$ cat src/rtl/if_fetch_pkg.sv
// Shared widths, stall encodings and FSM state encoding for the instruction-fetch stage.
package if_fetch_pkg;
    localparam int StallBus    = 6;
    localparam int BR_WD       = 33;
    localparam int IF_TO_ID_WD = 33;

    localparam logic Stop   = 1'b1;
    localparam logic NoStop = 1'b0;

    typedef enum logic [1:0] {
        IF_BOOT    = 2'd0,
        IF_RUN     = 2'd1,
        IF_HOLD    = 2'd2,
        IF_HOLD_BR = 2'd3
    } if_state_e;
endpackage

$ cat src/rtl/if_fetch_br_pend_latch.sv
// Holds a redirect that arrived while the PC stage was stalled; a later capture overwrites it.
module br_pend_latch (
    input  logic        clk,
    input  logic        rst,
    input  logic        capture,
    input  logic        clear,
    input  logic [31:0] br_addr,
    output logic        pend_valid,
    output logic [31:0] pend_addr
);
    logic        r_valid;
    logic [31:0] r_addr;

    always_ff @(posedge clk) begin
        if (!rst) begin
            r_valid <= 1'b0;
            r_addr  <= 32'd0;
        end else if (capture) begin
            r_valid <= 1'b1;
            r_addr  <= br_addr;
        end else if (clear) begin
            r_valid <= 1'b0;
        end
    end

    assign pend_valid = r_valid;
    assign pend_addr  = r_addr;
endmodule

$ cat src/rtl/if_fetch.sv
// MIPS IF stage: PC register, synchronous instruction SRAM address, stall-safe redirects.
// Optional misaligned-fetch detection is built when IF_ADDR_CHECK_EN is defined.
module if_fetch
    import if_fetch_pkg::*;
#(
    parameter logic [31:0] RESET_PC = 32'hBFC0_0000
) (
    input  logic                   clk,
    input  logic                   rst,
    input  logic [StallBus-1:0]    stall,
    input  logic [BR_WD-1:0]       br_bus,
    output logic [IF_TO_ID_WD-1:0] if_to_id_bus,
    output logic                   inst_sram_en,
    output logic [3:0]             inst_sram_wen,
    output logic [31:0]            inst_sram_addr,
    output logic [31:0]            inst_sram_wdata
`ifdef IF_ADDR_CHECK_EN
    ,
    output logic                   if_adel
`endif
);
    if_state_e   r_state;
    logic [31:0] r_pc;
    logic        r_ce;

    logic        w_br_e;
    logic [31:0] w_br_addr;
    logic        w_stop;
    logic        w_pend_valid;
    logic [31:0] w_pend_addr;
    logic [31:0] w_next_pc;
    logic        w_unused_stall;

    assign w_br_e         = br_bus[32];
    assign w_br_addr      = br_bus[31:0];
    assign w_stop         = (stall[0] == Stop);
    assign w_unused_stall = ^stall[StallBus-1:1];

    // Live redirect beats a held one, so the last redirect always wins.
    assign w_next_pc = w_br_e       ? w_br_addr   :
                       w_pend_valid ? w_pend_addr :
                                      r_pc + 32'd4;

    br_pend_latch u_pend (
        .clk        (clk),
        .rst        (rst),
        .capture    (w_stop && w_br_e),
        .clear      (!w_stop),
        .br_addr    (w_br_addr),
        .pend_valid (w_pend_valid),
        .pend_addr  (w_pend_addr)
    );

    always_ff @(posedge clk) begin
        if (!rst) begin
            r_state <= IF_BOOT;
            r_pc    <= RESET_PC - 32'd4;
            r_ce    <= 1'b0;
        end else begin
            case (r_state)
                IF_BOOT: begin
                    if (!w_stop) begin
                        r_pc    <= w_next_pc;
                        r_ce    <= 1'b1;
                        r_state <= IF_RUN;
                    end
                end
                IF_RUN, IF_HOLD: begin
                    if (!w_stop) begin
                        r_pc    <= w_next_pc;
                        r_ce    <= 1'b1;
                        r_state <= IF_RUN;
                    end else if (w_br_e) begin
                        r_state <= IF_HOLD_BR;
                    end else begin
                        r_state <= IF_HOLD;
                    end
                end
                IF_HOLD_BR: begin
                    if (!w_stop) begin
                        r_pc    <= w_next_pc;
                        r_ce    <= 1'b1;
                        r_state <= IF_RUN;
                    end
                end
                default: r_state <= IF_BOOT;
            endcase
        end
    end

    assign if_to_id_bus    = {r_ce, r_pc};
    assign inst_sram_addr  = r_pc;
    assign inst_sram_wen   = 4'b0;
    assign inst_sram_wdata = 32'b0;

`ifdef IF_ADDR_CHECK_EN
    // Misaligned PC still travels down the bus so ID can raise AdEL; only the SRAM read is blocked.
    assign if_adel      = r_ce && (r_pc[1:0] != 2'b00);
    assign inst_sram_en = r_ce && !if_adel;
`else
    assign inst_sram_en = r_ce;
`endif
endmodule

$ cat config.mk
export PLATFORM = sky130hd
export DESIGN_NAME = if_fetch
export DESIGN_NICKNAME = d
export VERILOG_FILES = /design/src/rtl/if_fetch_pkg.sv /design/src/rtl/if_fetch_br_pend_latch.sv /design/src/rtl/if_fetch.sv
export SDC_FILE = /design/constraint.sdc
export NUM_CORES = 1
export LEC_CHECK = 0
export BUFFER_PORTS_ARGS = -buffer_cell sky130_fd_sc_hd__buf_2
export CAP_MARGIN = 0
export CORE_MARGIN = 3
export CORE_UTILIZATION = 57
export CTS_BUF_LIST = sky130_fd_sc_hd__clkbuf_4 sky130_fd_sc_hd__clkbuf_8
export DETAILED_ROUTE_END_ITERATION = 10
export GPL_TIMING_DRIVEN = 0
export PLACE_DENSITY_LB_ADDON = 0.3
export SLEW_MARGIN = 15
export SYNTH_ARGS = -nofsm -noshare
export SYNTH_HDL_FRONTEND = slang
export SYNTH_SLANG_ARGS = --single-unit
$ cat constraint.sdc
create_clock -name clk -period 6.45 [get_ports clk]
set_input_delay 0 -clock clk [delete_from_list [all_inputs] [get_ports clk]]
set_output_delay 0 -clock clk [all_outputs]
set_load 0.01 [all_outputs]
==> out/qor.csv <==
metric,value,unit
Slew headroom,0.3593,
Slew @ Worst Pin,0.9537,ns
Synth Flop Type,dfxtp_1,
"most common cell after layout, fill and taps aside",nand2_1,
PwrDens,233.9,mW/mm^2
post-route cell area,0.005639,mm^2
core area,0.007292,mm^2
Port Buffers,101,
CP cell instances,inv_1 -> ha_1 -> o41ai_2 -> clkbuf_1 -> buf_2 -> o211ai_1 -> o21ai_0 -> o211ai_1,
hold_ws,0.1657,ns
drt total wl,14870,um
Tmin final,2.790,ns
syn_area_per_cell,7.575,um^2
Routed wire per std cell,17.43,um
worst r2r dst,inst_sram_addr[27],
Layout Nets,795,
CP max stage delay,0.75,ns
critical path data required time,6.64,ns
half-perimeter wire length after detailed placement,10580,um
slowest cell on the critical path,o41ai_2,
Yosys reg bits,68,
most frequent cells in the layout,"nand2_1 (126), buf_2 (104), buf_4 (69)",
setup total negative slack,0,ns
largest net degree at the start of global routing,13,
status,finished clean,
I/O Pins,143,
post-place setup slack,3.505,ns
FF-to-FF setup slack,3.66,ns
layout cells sized above 1,0.2613,
Hold WC Path Type,input port to register,
"most used cell, CP",o211ai_1,
diode count,0,
"Seq/Total Area, Yosys",0.3158,
unrepaired setup endpoints after global routing,false,
crit start category,register,
Worst Setup SP,r_state[1],
Hold Path Stages,3,
GP Congestion,0.9563,
mapped cell area,0.004310,mm^2
Final Cycle Share,0.4325,
Num CTS Buffers,9,
P&R area growth vs syn,30.83,%
Final setup viols,0,
GRT Resource Usage Total,0.3394,
clock tree from TritonCTS,done,
DRT iter0 DRCs,554,
Setup Skew,0.005339,ns
hold path startpoint,rst,
Post-CTS Setup Repair Bufs,0,
setup ws final,3.660,ns
vias per cell,5.736,
placed instance area,0.005071,mm^2
Post-route DRC,0,
gr ovfl total,0,
max cap viols,0,
initial antenna violation count,0,
row cnt,31,
Root Driver,clkbuf_8,
Die H,92.96,um
Cell variety after synth,54,
H-tree depth,3,
initial core utilization,0.5911,
Die Wd,92.96,um
Reg2Reg Launch Point,r_state[1],
Crit Path Class,register to register,
"Core Util, Final",0.7733,
CP Max Fanout,10,
worst path arrival time,2.98,ns
Seq. cell area,0.001361,mm^2
Post-synth EDFFs,0,
Num Clock Sinks,68,
first-pass GRT wire length,22890,um
Top delay family on crit path,compound AO/OA/AOI/OAI gates,
drt first pass iters,6,
reg2reg path depth,8,
Async SR Flop Fraction,0,
Bufs and invs on worst path,3,
fillers,594,
PostCTS Resize Cnt,0,
area of the multi-input gates,0.002401,mm^2
FMAX,0.3585,GHz
CP endpoint kind,register,
routed via count,4893,
Die ar.,0.008642,mm^2
post-route ant nets,0,
hold endpoint,inst_sram_addr[31],
count of final hold-check violations,0,
clock buffer depth,2,
Cells after Synth,569,
max-slew violation count,0,
vias in the first global route,4454,
Worst-path clk slew,0.08,ns
worst skew pair latency,0.35,ns
Synthesis Warnings,0,
Leakage,2.485,nW
peak supply drop,141.9,uV
==> stage by stage <==
step,cells,total power [mW]
CTS,853,1.300
global route,853,1.368
global placement,804,0.8722
finish,853,1.319
floorplan,604,0.7483
detailed placement,804,0.8796
==> cell type report <==
cell class	instances	area share
clock inverter	5	0.01509
sequential	68	0.2414
multi-input combinational	423	0.4258
buffer	105	0.1165
inverter	8	0.005325
tap	99	0.02197
clock buffer	11	0.02574
timing repair buffer	134	0.1482
==> worst max path at each step <==
stage,to,slack (ns),cells past startpoint
global placement,inst_sram_addr[20],3.49,7
CTS,inst_sram_addr[20],3.47,7
floorplan,inst_sram_addr[23],4.41,8
finish,inst_sram_addr[27],3.66,8
global route,inst_sram_addr[27],3.55,8
detailed placement,inst_sram_addr[27],3.51,7
==> worst register-to-register path, delay by kind of cell, from the launching register on <==
| family | cells | cell delay, ns |
|---|---|---|
| buffers and inverters | 3 | 0.86 |
| AOI/OAI and AO/OA | 4 | 1.18 |
| DFF | 1 | 0.39 |
| adders and majority gates | 1 | 0.21 |
==> registers in the layout (all words and copies together), names as in the netlist <==
signal	flops
inst_sram_addr	32
inst_sram_en	1
r_state	2
u_pend.pend_addr	32
u_pend.pend_valid	1
==> synth_stat cells, drive strengths merged (3+ instances only) <==
library cell | number | share of area
nand2 | 126 | 0.11
buf | 77 | 0.13
dfxtp | 68 | 0.32
o21ai | 46 | 0.053
a21boi | 33 | 0.057
clkbuf | 28 | 0.024
o211ai | 24 | 0.042
nor2 | 17 | 0.015
nand3 | 12 | 0.015
a21oi | 11 | 0.013
mux2i | 10 | 0.023
nand4 | 10 | 0.015
xor2 | 9 | 0.018
inv | 8 | 0.0070
a31oi | 7 | 0.010
nor3 | 7 | 0.0081
and3 | 6 | 0.0087
nor4 | 6 | 0.014
or3 | 6 | 0.0087
ha | 5 | 0.015
and2 | 4 | 0.0058
a211oi | 3 | 0.0052
and4 | 3 | 0.0061
nand2b | 3 | 0.0044
nor3b | 3 | 0.0052
o211a | 3 | 0.0070
o21a | 3 | 0.0052
o22ai | 3 | 0.0044
==> metal layers <==
metal | vias up | track usage | routed length (um)
li1 | 2253 | - | -
met1 | 2251 | 0.4333 | 5767
met2 | 351 | 0.5507 | 6884
met3 | 38 | 0.07880 | 1897
met4 | 0 | 0.1368 | 319
met5 | - | 0 | 0
==> where the power goes <==
group          switching [mW]  internal, mW  leakage (nW)
Clock                   0.181         0.234         0.113
Combinational           0.230         0.172          1.81
Sequential             0.0485         0.453         0.560
==> repair_timing <==
item | 4_1_cts | 5_1_grt
hold buffers | 33 | 0
setup endpoints to repair | 0 | 0
hold endpoints to repair | 40 | 0
==> cells by family after synthesis <==
family | share of synthesized area
multiplexers | 0.02322
AND/OR/NAND/NOR | 0.2270
flip-flops | 0.3158
buffers and inverters | 0.1594
adder cells (fa/ha/maj) | 0.01451
XOR/XNOR | 0.02235
other | 0.0008700
AO/OA/AOI/OAI | 0.2369
(Power assumes the default switching activity.)
